## src/rtl/galaksija_sysctl.sv

```systemverilog
// galaksija_sysctl: system controller for the Galaksija core.
// Provides the CPU reset stretcher, a programmable periodic interrupt with a
// Z80 acknowledge handshake and missed-tick counting, and a bank of
// memory-mapped 8-bit output latches with readback.
//
// Optional feature: define SYSCTL_WATCHDOG_EN to build in a watchdog that
// soft-resets the CPU when no ctrl write arrives within WDT_CYCLES clocks.
//
// Ports:
//   clk, reset_n          system clock, asynchronous active-low reset
//   addr, odata           CPU address / write data
//   mreq_n, iorq_n, m1_n  CPU bus cycle qualifiers (ack = ~m1_n & ~iorq_n)
//   rd_n, wr_n            CPU read / write strobes
//   cpu_resetn            stretched CPU reset, active low (registered)
//   int_n                 maskable interrupt, active low (registered)
//   latch_q               latch outputs, latch i at [8i+7:8i] (registered)
//   rd_data, rd_hit       combinational readback for the top-level idata mux
module galaksija_sysctl #(
  parameter int unsigned F_CLK       = 25000000,
  parameter int unsigned INT_HZ      = 50,
  parameter int unsigned INT_HOLD    = 256,
  parameter int unsigned RST_CYCLES  = 64,
  parameter int unsigned LATCH_COUNT = 2,
  parameter logic [15:0] LATCH_BASE  = 16'h2038,
  parameter logic [15:0] CTRL_ADDR   = 16'h2040,
  parameter int unsigned WDT_CYCLES  = 25000000
) (
  input  logic                     clk,
  input  logic                     reset_n,
  input  logic [15:0]              addr,
  input  logic [7:0]               odata,
  input  logic                     mreq_n,
  input  logic                     iorq_n,
  input  logic                     m1_n,
  input  logic                     rd_n,
  input  logic                     wr_n,
  output logic                     cpu_resetn,
  output logic                     int_n,
  output logic [8*LATCH_COUNT-1:0] latch_q,
  output logic [7:0]               rd_data,
  output logic                     rd_hit
);

  localparam int unsigned DIV    = F_CLK / INT_HZ - 1;
  localparam int unsigned DIV_W  = (DIV > 0) ? $clog2(DIV + 1) : 1;
  localparam int unsigned HOLD_W = (INT_HOLD > 1) ? $clog2(INT_HOLD) : 1;
  localparam int unsigned RST_W  = (RST_CYCLES > 1) ? $clog2(RST_CYCLES) : 1;
  localparam int unsigned MISS_W = 6;

  typedef enum logic [0:0] {
    S_IDLE   = 1'b0,
    S_ASSERT = 1'b1
  } state_t;

  logic [LATCH_COUNT-1:0] latch_sel_c;
  logic                   latch_hit_c;
  logic                   ctrl_hit_c;
  logic                   wsel_c;
  logic                   wsel_q;
  logic                   we_c;
  logic                   ctrl_we_c;
  logic                   clr_c;
  logic                   soft_rst_c;
  logic                   wdt_fire_c;
  logic                   wdt_flag;
  logic                   ack_c;
  logic                   tick_c;
  logic                   enable;
  logic [7:0]             status_c;

  logic [RST_W-1:0]       rst_cnt;
  logic [DIV_W-1:0]       div_cnt;

  state_t                 state, state_nxt;
  logic [HOLD_W-1:0]      hold, hold_nxt;
  logic                   pending, pending_nxt;
  logic                   rearm, rearm_nxt;
  logic [MISS_W-1:0]      missed, missed_nxt;
  logic                   miss_inc_c;

  // Address decode
  always_comb begin
    latch_sel_c = '0;
    for (int i = 0; i < LATCH_COUNT; i++) begin
      latch_sel_c[i] = (addr == LATCH_BASE + 16'(i));
    end
  end

  assign latch_hit_c = |latch_sel_c;
  assign ctrl_hit_c  = (addr == CTRL_ADDR);

  // One write per bus cycle: act only on the rising edge of the select
  assign wsel_c     = ~mreq_n & ~wr_n & (latch_hit_c | ctrl_hit_c);
  assign we_c       = wsel_c & ~wsel_q;
  assign ctrl_we_c  = we_c & ctrl_hit_c;
  assign clr_c      = ctrl_we_c & odata[1];
  assign soft_rst_c = (ctrl_we_c & odata[7]) | wdt_fire_c;
  assign ack_c      = ~m1_n & ~iorq_n;

  // Readback
  assign status_c = {pending, enable, missed[5] | wdt_flag, missed[4:0]};
  assign rd_hit   = ~mreq_n & ~rd_n & (latch_hit_c | ctrl_hit_c);

  always_comb begin
    rd_data = 8'h00;
    for (int i = 0; i < LATCH_COUNT; i++) begin
      if (latch_sel_c[i]) rd_data = latch_q[8*i +: 8];
    end
    if (ctrl_hit_c) rd_data = status_c;
  end

  // Write-select edge detect, enable bit and output latches
  always_ff @(posedge clk or negedge reset_n) begin
    if (!reset_n) begin
      wsel_q  <= 1'b0;
      enable  <= 1'b0;
      latch_q <= '0;
    end else begin
      wsel_q <= wsel_c;
      if (ctrl_we_c) enable <= odata[0];
      for (int i = 0; i < LATCH_COUNT; i++) begin
        if (we_c && latch_sel_c[i]) latch_q[8*i +: 8] <= odata;
      end
    end
  end

  // Reset stretcher: cpu_resetn rises RST_CYCLES clocks after release
  always_ff @(posedge clk or negedge reset_n) begin
    if (!reset_n) begin
      rst_cnt    <= '0;
      cpu_resetn <= 1'b0;
    end else if (soft_rst_c) begin
      rst_cnt    <= '0;
      cpu_resetn <= 1'b0;
    end else if (!cpu_resetn) begin
      if (rst_cnt == RST_W'(RST_CYCLES - 1)) cpu_resetn <= 1'b1;
      else                                   rst_cnt    <= rst_cnt + RST_W'(1);
    end
  end

  // Tick divider, held at zero while the CPU is in reset
  assign tick_c = cpu_resetn & (div_cnt == DIV_W'(DIV));

  always_ff @(posedge clk or negedge reset_n) begin
    if (!reset_n) begin
      div_cnt <= '0;
    end else if (soft_rst_c || !cpu_resetn || tick_c) begin
      div_cnt <= '0;
    end else begin
      div_cnt <= div_cnt + DIV_W'(1);
    end
  end

  // Interrupt FSM: state register
  always_ff @(posedge clk or negedge reset_n) begin
    if (!reset_n) begin
      state   <= S_IDLE;
      hold    <= '0;
      pending <= 1'b0;
      rearm   <= 1'b0;
      missed  <= '0;
      int_n   <= 1'b1;
    end else begin
      state   <= state_nxt;
      hold    <= hold_nxt;
      pending <= pending_nxt;
      rearm   <= rearm_nxt;
      missed  <= missed_nxt;
      int_n   <= (state_nxt != S_ASSERT);
    end
  end

  // Interrupt FSM: next state
  always_comb begin
    state_nxt   = state;
    hold_nxt    = hold;
    pending_nxt = pending;
    rearm_nxt   = 1'b0;
    miss_inc_c  = 1'b0;

    case (state)
      S_IDLE: begin
        // rearm carries a tick that coincided with an ack
        if (enable && (tick_c || rearm)) begin
          state_nxt   = S_ASSERT;
          hold_nxt    = '0;
          pending_nxt = 1'b1;
        end
      end
      S_ASSERT: begin
        if (!enable) begin
          state_nxt   = S_IDLE;
          pending_nxt = 1'b0;
        end else if (ack_c) begin
          // int_n goes high for one clock; a same-cycle tick re-raises it
          state_nxt   = S_IDLE;
          pending_nxt = 1'b0;
          rearm_nxt   = tick_c;
        end else if (hold == HOLD_W'(INT_HOLD - 1)) begin
          miss_inc_c = 1'b1;
          hold_nxt   = '0;
          if (!tick_c) begin
            state_nxt   = S_IDLE;
            pending_nxt = 1'b0;
          end
        end else begin
          hold_nxt   = hold + HOLD_W'(1);
          miss_inc_c = tick_c;
        end
      end
      default: state_nxt = S_IDLE;
    endcase

    missed_nxt = (miss_inc_c && (missed != '1)) ? missed + MISS_W'(1) : missed;

    if (clr_c) begin
      missed_nxt  = '0;
      pending_nxt = 1'b0;
    end

    if (soft_rst_c) begin
      state_nxt   = S_IDLE;
      hold_nxt    = '0;
      pending_nxt = 1'b0;
      rearm_nxt   = 1'b0;
    end
  end

`ifdef SYSCTL_WATCHDOG_EN
  localparam int unsigned WDT_W = (WDT_CYCLES > 1) ? $clog2(WDT_CYCLES) : 1;

  logic [WDT_W-1:0] wdt_cnt;

  // Watchdog: any ctrl write restarts it; expiry soft-resets the CPU
  assign wdt_fire_c = cpu_resetn & ~ctrl_we_c & (wdt_cnt == WDT_W'(WDT_CYCLES - 1));

  always_ff @(posedge clk or negedge reset_n) begin
    if (!reset_n) begin
      wdt_cnt  <= '0;
      wdt_flag <= 1'b0;
    end else begin
      if (!cpu_resetn || ctrl_we_c || wdt_fire_c) wdt_cnt <= '0;
      else                                        wdt_cnt <= wdt_cnt + WDT_W'(1);
      if (wdt_fire_c)  wdt_flag <= 1'b1;
      else if (clr_c)  wdt_flag <= 1'b0;
    end
  end
`else
  logic unused_wdt_cfg;

  assign wdt_fire_c = 1'b0;
  assign wdt_flag   = 1'b0;
  // WDT_CYCLES is only consumed when the watchdog is built in
  assign unused_wdt_cfg = ^WDT_CYCLES;
`endif

endmodule

```

## config.mk

```make
export PLATFORM = sky130hd
export DESIGN_NAME = galaksija_sysctl
export DESIGN_NICKNAME = d
export VERILOG_FILES = /design/src/rtl/galaksija_sysctl.sv
export SDC_FILE = /design/constraint.sdc
export NUM_CORES = 1
export LEC_CHECK = 0
export CAP_MARGIN = 30
export CELL_PAD_IN_SITES_DETAIL_PLACEMENT = 1
export CELL_PAD_IN_SITES_GLOBAL_PLACEMENT = 1
export CORE_AREA = 2 2 97 99
export DETAILED_ROUTE_END_ITERATION = 8
export DIE_AREA = 0 0 99 101
export GPL_TIMING_DRIVEN = 0
export PLACE_DENSITY = 0.79
export SYNTH_ARGS = -nofsm -noshare
export SYNTH_HDL_FRONTEND = slang
export SYNTH_SLANG_ARGS = --single-unit
```

## constraint.sdc

```tcl
create_clock -name clk -period 2.2 [get_ports clk]
set_clock_uncertainty 0.15 [all_clocks]
set_input_delay 0.44 -clock clk [delete_from_list [all_inputs] [get_ports clk]]
set_output_delay 0.44 -clock clk [all_outputs]
set_load 0.005 [all_outputs]
```

# Yosys cells after proc, flatten, opt, wreduce, memory -nomap -nowiden
# Index checks and enable logic that the tools add are counted.
[word_totals] ff_bits=62 in_bits=31 out_inout_bits=27 elab_cells=105
[classes] add_sub_neg=4 eq_ne=15 muxes=41 bitwise_logic=19 n_reduce_logical=13
[op_table] operator="2-to-1 mux 8 bit" n=8
[op_table] operator="== test 16 x 14 -> 1 bit, second input constant" n=3
[op_table] operator="2-to-1 mux 6 bit" n=5
[op_table] operator="2-to-1 mux 1 bit" n=24
[op_table] operator="adder 19 x 1 -> 19 bit, second input constant" n=1
[op_table] operator="== test 19 bit, second input constant" n=1
[op_table] operator="2-to-1 mux 19 bit" n=1
[op_table] operator="one-hot mux 8 bit (2 select lines)" n=1
[op_table] operator="adder 6 x 1 -> 6 bit, second input constant" n=2
[op_table] operator="!= test 6 bit, second input constant" n=2
[op_table] operator="bitwise AND 1 bit" n=10
[op_table] operator="!= test 3 bit, second input constant" n=3
[op_table] operator="adder 8 x 1 -> 8 bit, second input constant" n=1
[op_table] operator="== test 8 bit, second input constant" n=1
[op_table] operator="NOT 1 bit" n=8
[op_table] operator="== test 6 bit, second input constant" n=1
[op_table] operator="!= test 6 x 5 -> 1 bit, second input constant" n=1
[op_table] operator="AND reduction 3 bit" n=2
[op_table] operator="logical AND 1 bit" n=4
[op_table] operator="!= test 4 bit, second input constant" n=1
[op_table] operator="one-hot mux 1 bit (2 select lines)" n=2
[op_table] operator="logical OR 1 bit" n=3
[op_table] operator="!= test 2 x 1 -> 1 bit, second input constant" n=1
[op_table] operator="!= test 2 bit, second input constant" n=1
[op_table] operator="5 further kinds" n=5

# Logic depth before layout (Yosys ltp)
[logic_depth] ltp_word=10 mapped_depth=7 ltp_nobuf=6

# Least setup slack after synthesis
# OpenSTA, ideal clock, no wires.
[synth_path] path_type="reg2reg" start="register div_cnt[5]" end="register missed[5]" setup_time_ps=78 arrival_ps=2177 required_time_ps=1972 slack_ps=-205 path_stages_with_launch=7 n_path_buf=1 period_less_slack_ps=2405 cell_sequence="dfrtp_1 buf_6 or4b_4 nor4_4 o211ai_4 or4_1 a21oi_1"
[synth_via] elab_chain_len=8
[synth_rtl] item="start: declaration" line="72" text="logic [DIV_W-1:0] div_cnt;"
[synth_rtl] item="start signal: assignment" line="150" text="div_cnt <= div_cnt + DIV_W'(1);"
[synth_rtl] item="== test 19 bit" line="142" text="assign tick_c = cpu_resetn & (div_cnt == DIV_W'(DIV));"
[synth_rtl] item="bitwise AND 1 bit" line="142"
[synth_rtl] item="2-to-1 mux 1 bit" line="199" text="end else if (hold == HOLD_W'(INT_HOLD - 1)) begin"
[synth_rtl] item="2-to-1 mux 1 bit" line="194" text="end else if (ack_c) begin"
[synth_rtl] item="2-to-1 mux 1 bit" line="191" text="if (!enable) begin"
[synth_rtl] item="2-to-1 mux 1 bit" line="181" text="case (state)"
[synth_rtl] item="logical AND 1 bit" line="214" text="missed_nxt = (miss_inc_c && (missed != '1)) ? missed + MISS_W'(1) : missed;"
[synth_rtl] item="nonzero test 2 bit (no source line)"
[synth_rtl] item="end signal: assignment" line="168" text="missed <= missed_nxt;"
[synth_rtl] item="end: declaration" line="78" text="logic [MISS_W-1:0] missed, missed_nxt;"
# No other way between the ends.
# A chain may end at the register's enable or synchronous reset.

# Worst setup path in the final report
[layout_path] start="input port addr[8]" end="output port rd_data[1]"
[layout_via] elab_chain_len=4 word_cells_on_any_way=6 classes_between="eq/ne: 3; mux: 3"
[layout_rtl] item="start: declaration" line="30" text="input logic [15:0] addr,"
[layout_rtl] item="== test 16 x 14 -> 1 bit" line="85" text="latch_sel_c[i] = (addr == LATCH_BASE + 16'(i));"
[layout_rtl] item="2-to-1 mux 8 bit (2 in series)" line="107" text="if (latch_sel_c[i]) rd_data = latch_q[8*i +: 8];"
[layout_rtl] item="2-to-1 mux 8 bit (*)" line="109" text="if (ctrl_hit_c) rd_data = status_c;"
[layout_rtl] item="end: declaration" line="40" text="output logic [7:0] rd_data,"
# Mark *: on every way between the ends. The rest lies on a longest branch, timed or not.

==> results_dict.tcl <==
set metrics [dict create \
    power_density_mw_per_mm2 527 \
    crit_start "addr[8]" \
    die_y_um 101 \
    setup_ws_ns -0.217 \
    clockBufferDepth 2 \
    viasPerCell 5.56 \
    drc 0 \
    num_antenna_cells 0 \
    via_count 2996 \
    ys_ff_latch 62 \
    wl_per_cell_um 20.1 \
    grt_overflow 0 \
    fmax_mhz 414 \
    die_width_um 99 \
    yosysUniqueCellTypes 45 \
    cp_common_cell "buf_6" \
    slowest_stage "nor4_4" \
    drive_above_1_share_pct 32.0 \
    path_delay_family "buffers and inverters" \
    vdd_ir_drop_max_v 0.000405 \
    grt_pass1_wl_um 16200 \
    core_area_mm2 0.00898 \
    cts_tree "built" \
    antenna_found_initial 0 \
    critical_path_class "input port to output port" \
    crit_buf_inv 5 \
    avgSynthCellArea_um2 9.93 \
    busiest_layer "met2" \
    synth-edff-count 0 \
    critPathCaptureType "output port" \
    rows 35 \
    worst_hold_slack_ns 0.00248 \
    slew_viol_final 0 \
    grt_use_total_pct 21.0 \
    wirelength_um 10800 \
    cellLeakagePower_nw 1.96 \
    postCtsHoldBufs 0 \
    async_reset_ff_share_pct 100 \
    worstPathCellList "buf_6, nor4_4, buf_4, buf_6, nand4_1, buf_6, o21ai_2, buf_2" \
    finalSetupTns_ns -2.53 \
    nets 458 \
    cts_sinks 62 \
    firstDrtPassIters 6 \
    worstMarginPinSlew_ns 0.831 \
    min_path_type "input port to asynchronous set/reset pin" \
    reg2reg_from "div_cnt[10]" \
    cp.arrival_ns 1.83 \
    status "complete, but fails checks" \
    clkTransAtPathRegs_ns 0.08 \
    cp-start-kind "input port" \
    grt_max_degree 63 \
    synth_nets 363 \
    synthCells 328 \
    final_common_cell "dfrtp_1" \
    period_needed_ns 2.42 \
    path_max_fanout 5 \
    crit_required_ns 1.61 \
    grtUsageMet3_pct 2.77 \
    relSlewSlack_pct 44.6 \
    first_global_vias 3167 \
    grt_use_met1_pct 26.3 \
    rsz0062_at_grt "yes" \
    timing.final.crit_share_pct 110 \
    synth_ff_type "dfrtp_1" \
    timing_hold_violations_final 0 \
    setup_viol 36 \
    cpPeakStageDelay_ns 0.30 \
    ant_nets 0 \
    violations "setup timing" \
    area_delta_synth_final_pct 44.7 \
    io_buffers 57 \
    drtIter0Drc 111 \
    maxCapViolations 0 \
    cts-buffers-inserted 9 \
    hpwl_um 6550 \
    h-tree-depth 3 \
    yosysWarnings 0 \
    place_congestion 0.823 \
    io_pins 58 \
    dp_slack_ns -1.18 \
    synth_area_mm2 0.00326 \
    layout_common_cells "dfrtp_1, nor2_1, clkdlybuf4s50_1" \
    start_util_pct 36.3 \
    dieArea_mm2 0.0100 \
    insertion_delay_ns 0.37 \
    cts_root_buf "clkbuf_8" \
    use_met2_pct 36.0 \
    ys_seq_area_share_pct 47.7 \
]
## final cells by class
cell class | count | area (µm²)
plain buffers | 7 | 57.6
clock buffers | 9 | 124
clock inverters | 7 | 98.8
fillers | 974 | 4260
inverters | 12 | 45.0
multi-input cells | 244 | 1920
flip-flops and latches | 62 | 1560
well taps | 111 | 139
repair buffers | 87 | 771
## per-layer routing
layer | part of all wire [%] | wire length, µm
met3 | 3.7 | 405
met1 | 42 | 4530
met5 | 0 | 0
met4 | 2.3 | 252
met2 | 52 | 5650
## final timing paths
kind                                     to  slack (ns)  cells after the start
max in group asynchronous        div_cnt[7]        1.28                      1
min in group clk                 div_cnt[0]        0.36                      1
worst min register to register   div_cnt[0]        0.36                      1
worst max register to register    missed[5]       -0.14                      6
worst max-delay path             rd_data[1]       -0.22                      8
worst min-delay path            latch_q[14]       0.002                      1
## metrics by stage
step / total power [mW] / area (µm²) / instances / util [%]
5_1_grt: 2.57 / 4710 / 539 / 52.5
3_3_place_gp: 1.33 / 4020 / 496 / 44.8
6_report: 2.48 / 4710 / 539 / 52.5
2_1_floorplan: 1.23 / 3310 / 328 / -
4_1_cts: 2.50 / 4510 / 535 / 50.2
3_5_place_dp: 1.34 / 4030 / 497 / 44.9
## Yosys cell counts (all sizes together), types with 2 or more instances
cell type,instances,area [µm²]
dfrtp,61,1530
nor2,40,150
nand2,28,105
mux2,17,191
nand4,17,106
o21ai,17,85.1
nand3,16,80.1
xor2,14,123
inv,12,45.0
mux2i,10,100
nor4,9,71.3
xnor2,9,78.8
and3,7,43.8
or3,7,46.3
a21oi,6,30.0
nor3,6,30.0
o211ai,6,58.8
or4,6,45.0
buf,5,36.3
clkbuf,5,18.8
ha,4,50.1
nand4b,3,26.3
and2,2,12.5
and4,2,17.5
and4b,2,20.0
nor3b,2,15.0
o221ai,2,17.5
## kinds of logic (layout without fill, tap and decap cells)
family / Yosys count / count (layout) / share of synthesized area, %
xor+xnor: 23 / 23 / 6.18
buf+inv: 22 / 122 / 3.07
compound gates: 39 / 39 / 7.87
mux: 27 / 27 / 8.95
flops: 62 / 62 / 47.7
simple gates: 151 / 151 / 24.7
fa+ha+maj: 4 / 4 / 1.54
## state kept, by name, indices dropped and copies added, names as in the netlist, 6 cells and up
register and flops:
div_cnt 19, latch_q 16, rst_cnt 6, hold 8, missed 6
## power by group
part / total (mW) / switching, mW / internal (mW)
sequential: 1.17 / 0.0189 / 1.15
clock: 1.16 / 0.520 / 0.641
combinational: 0.150 / 0.0792 / 0.0712
total: 2.48 / 0.618 / 1.87
## repair_timing
item / in CTS / in global routing
endpoints found under the setup margin: 61 / 61
cloned: 1 / 1
gates resized for setup: 123 / 43
buffers inserted: 21 / 6
pin swaps: 20 / 14
No activity file was read; power rests on OpenSTA's default activity.
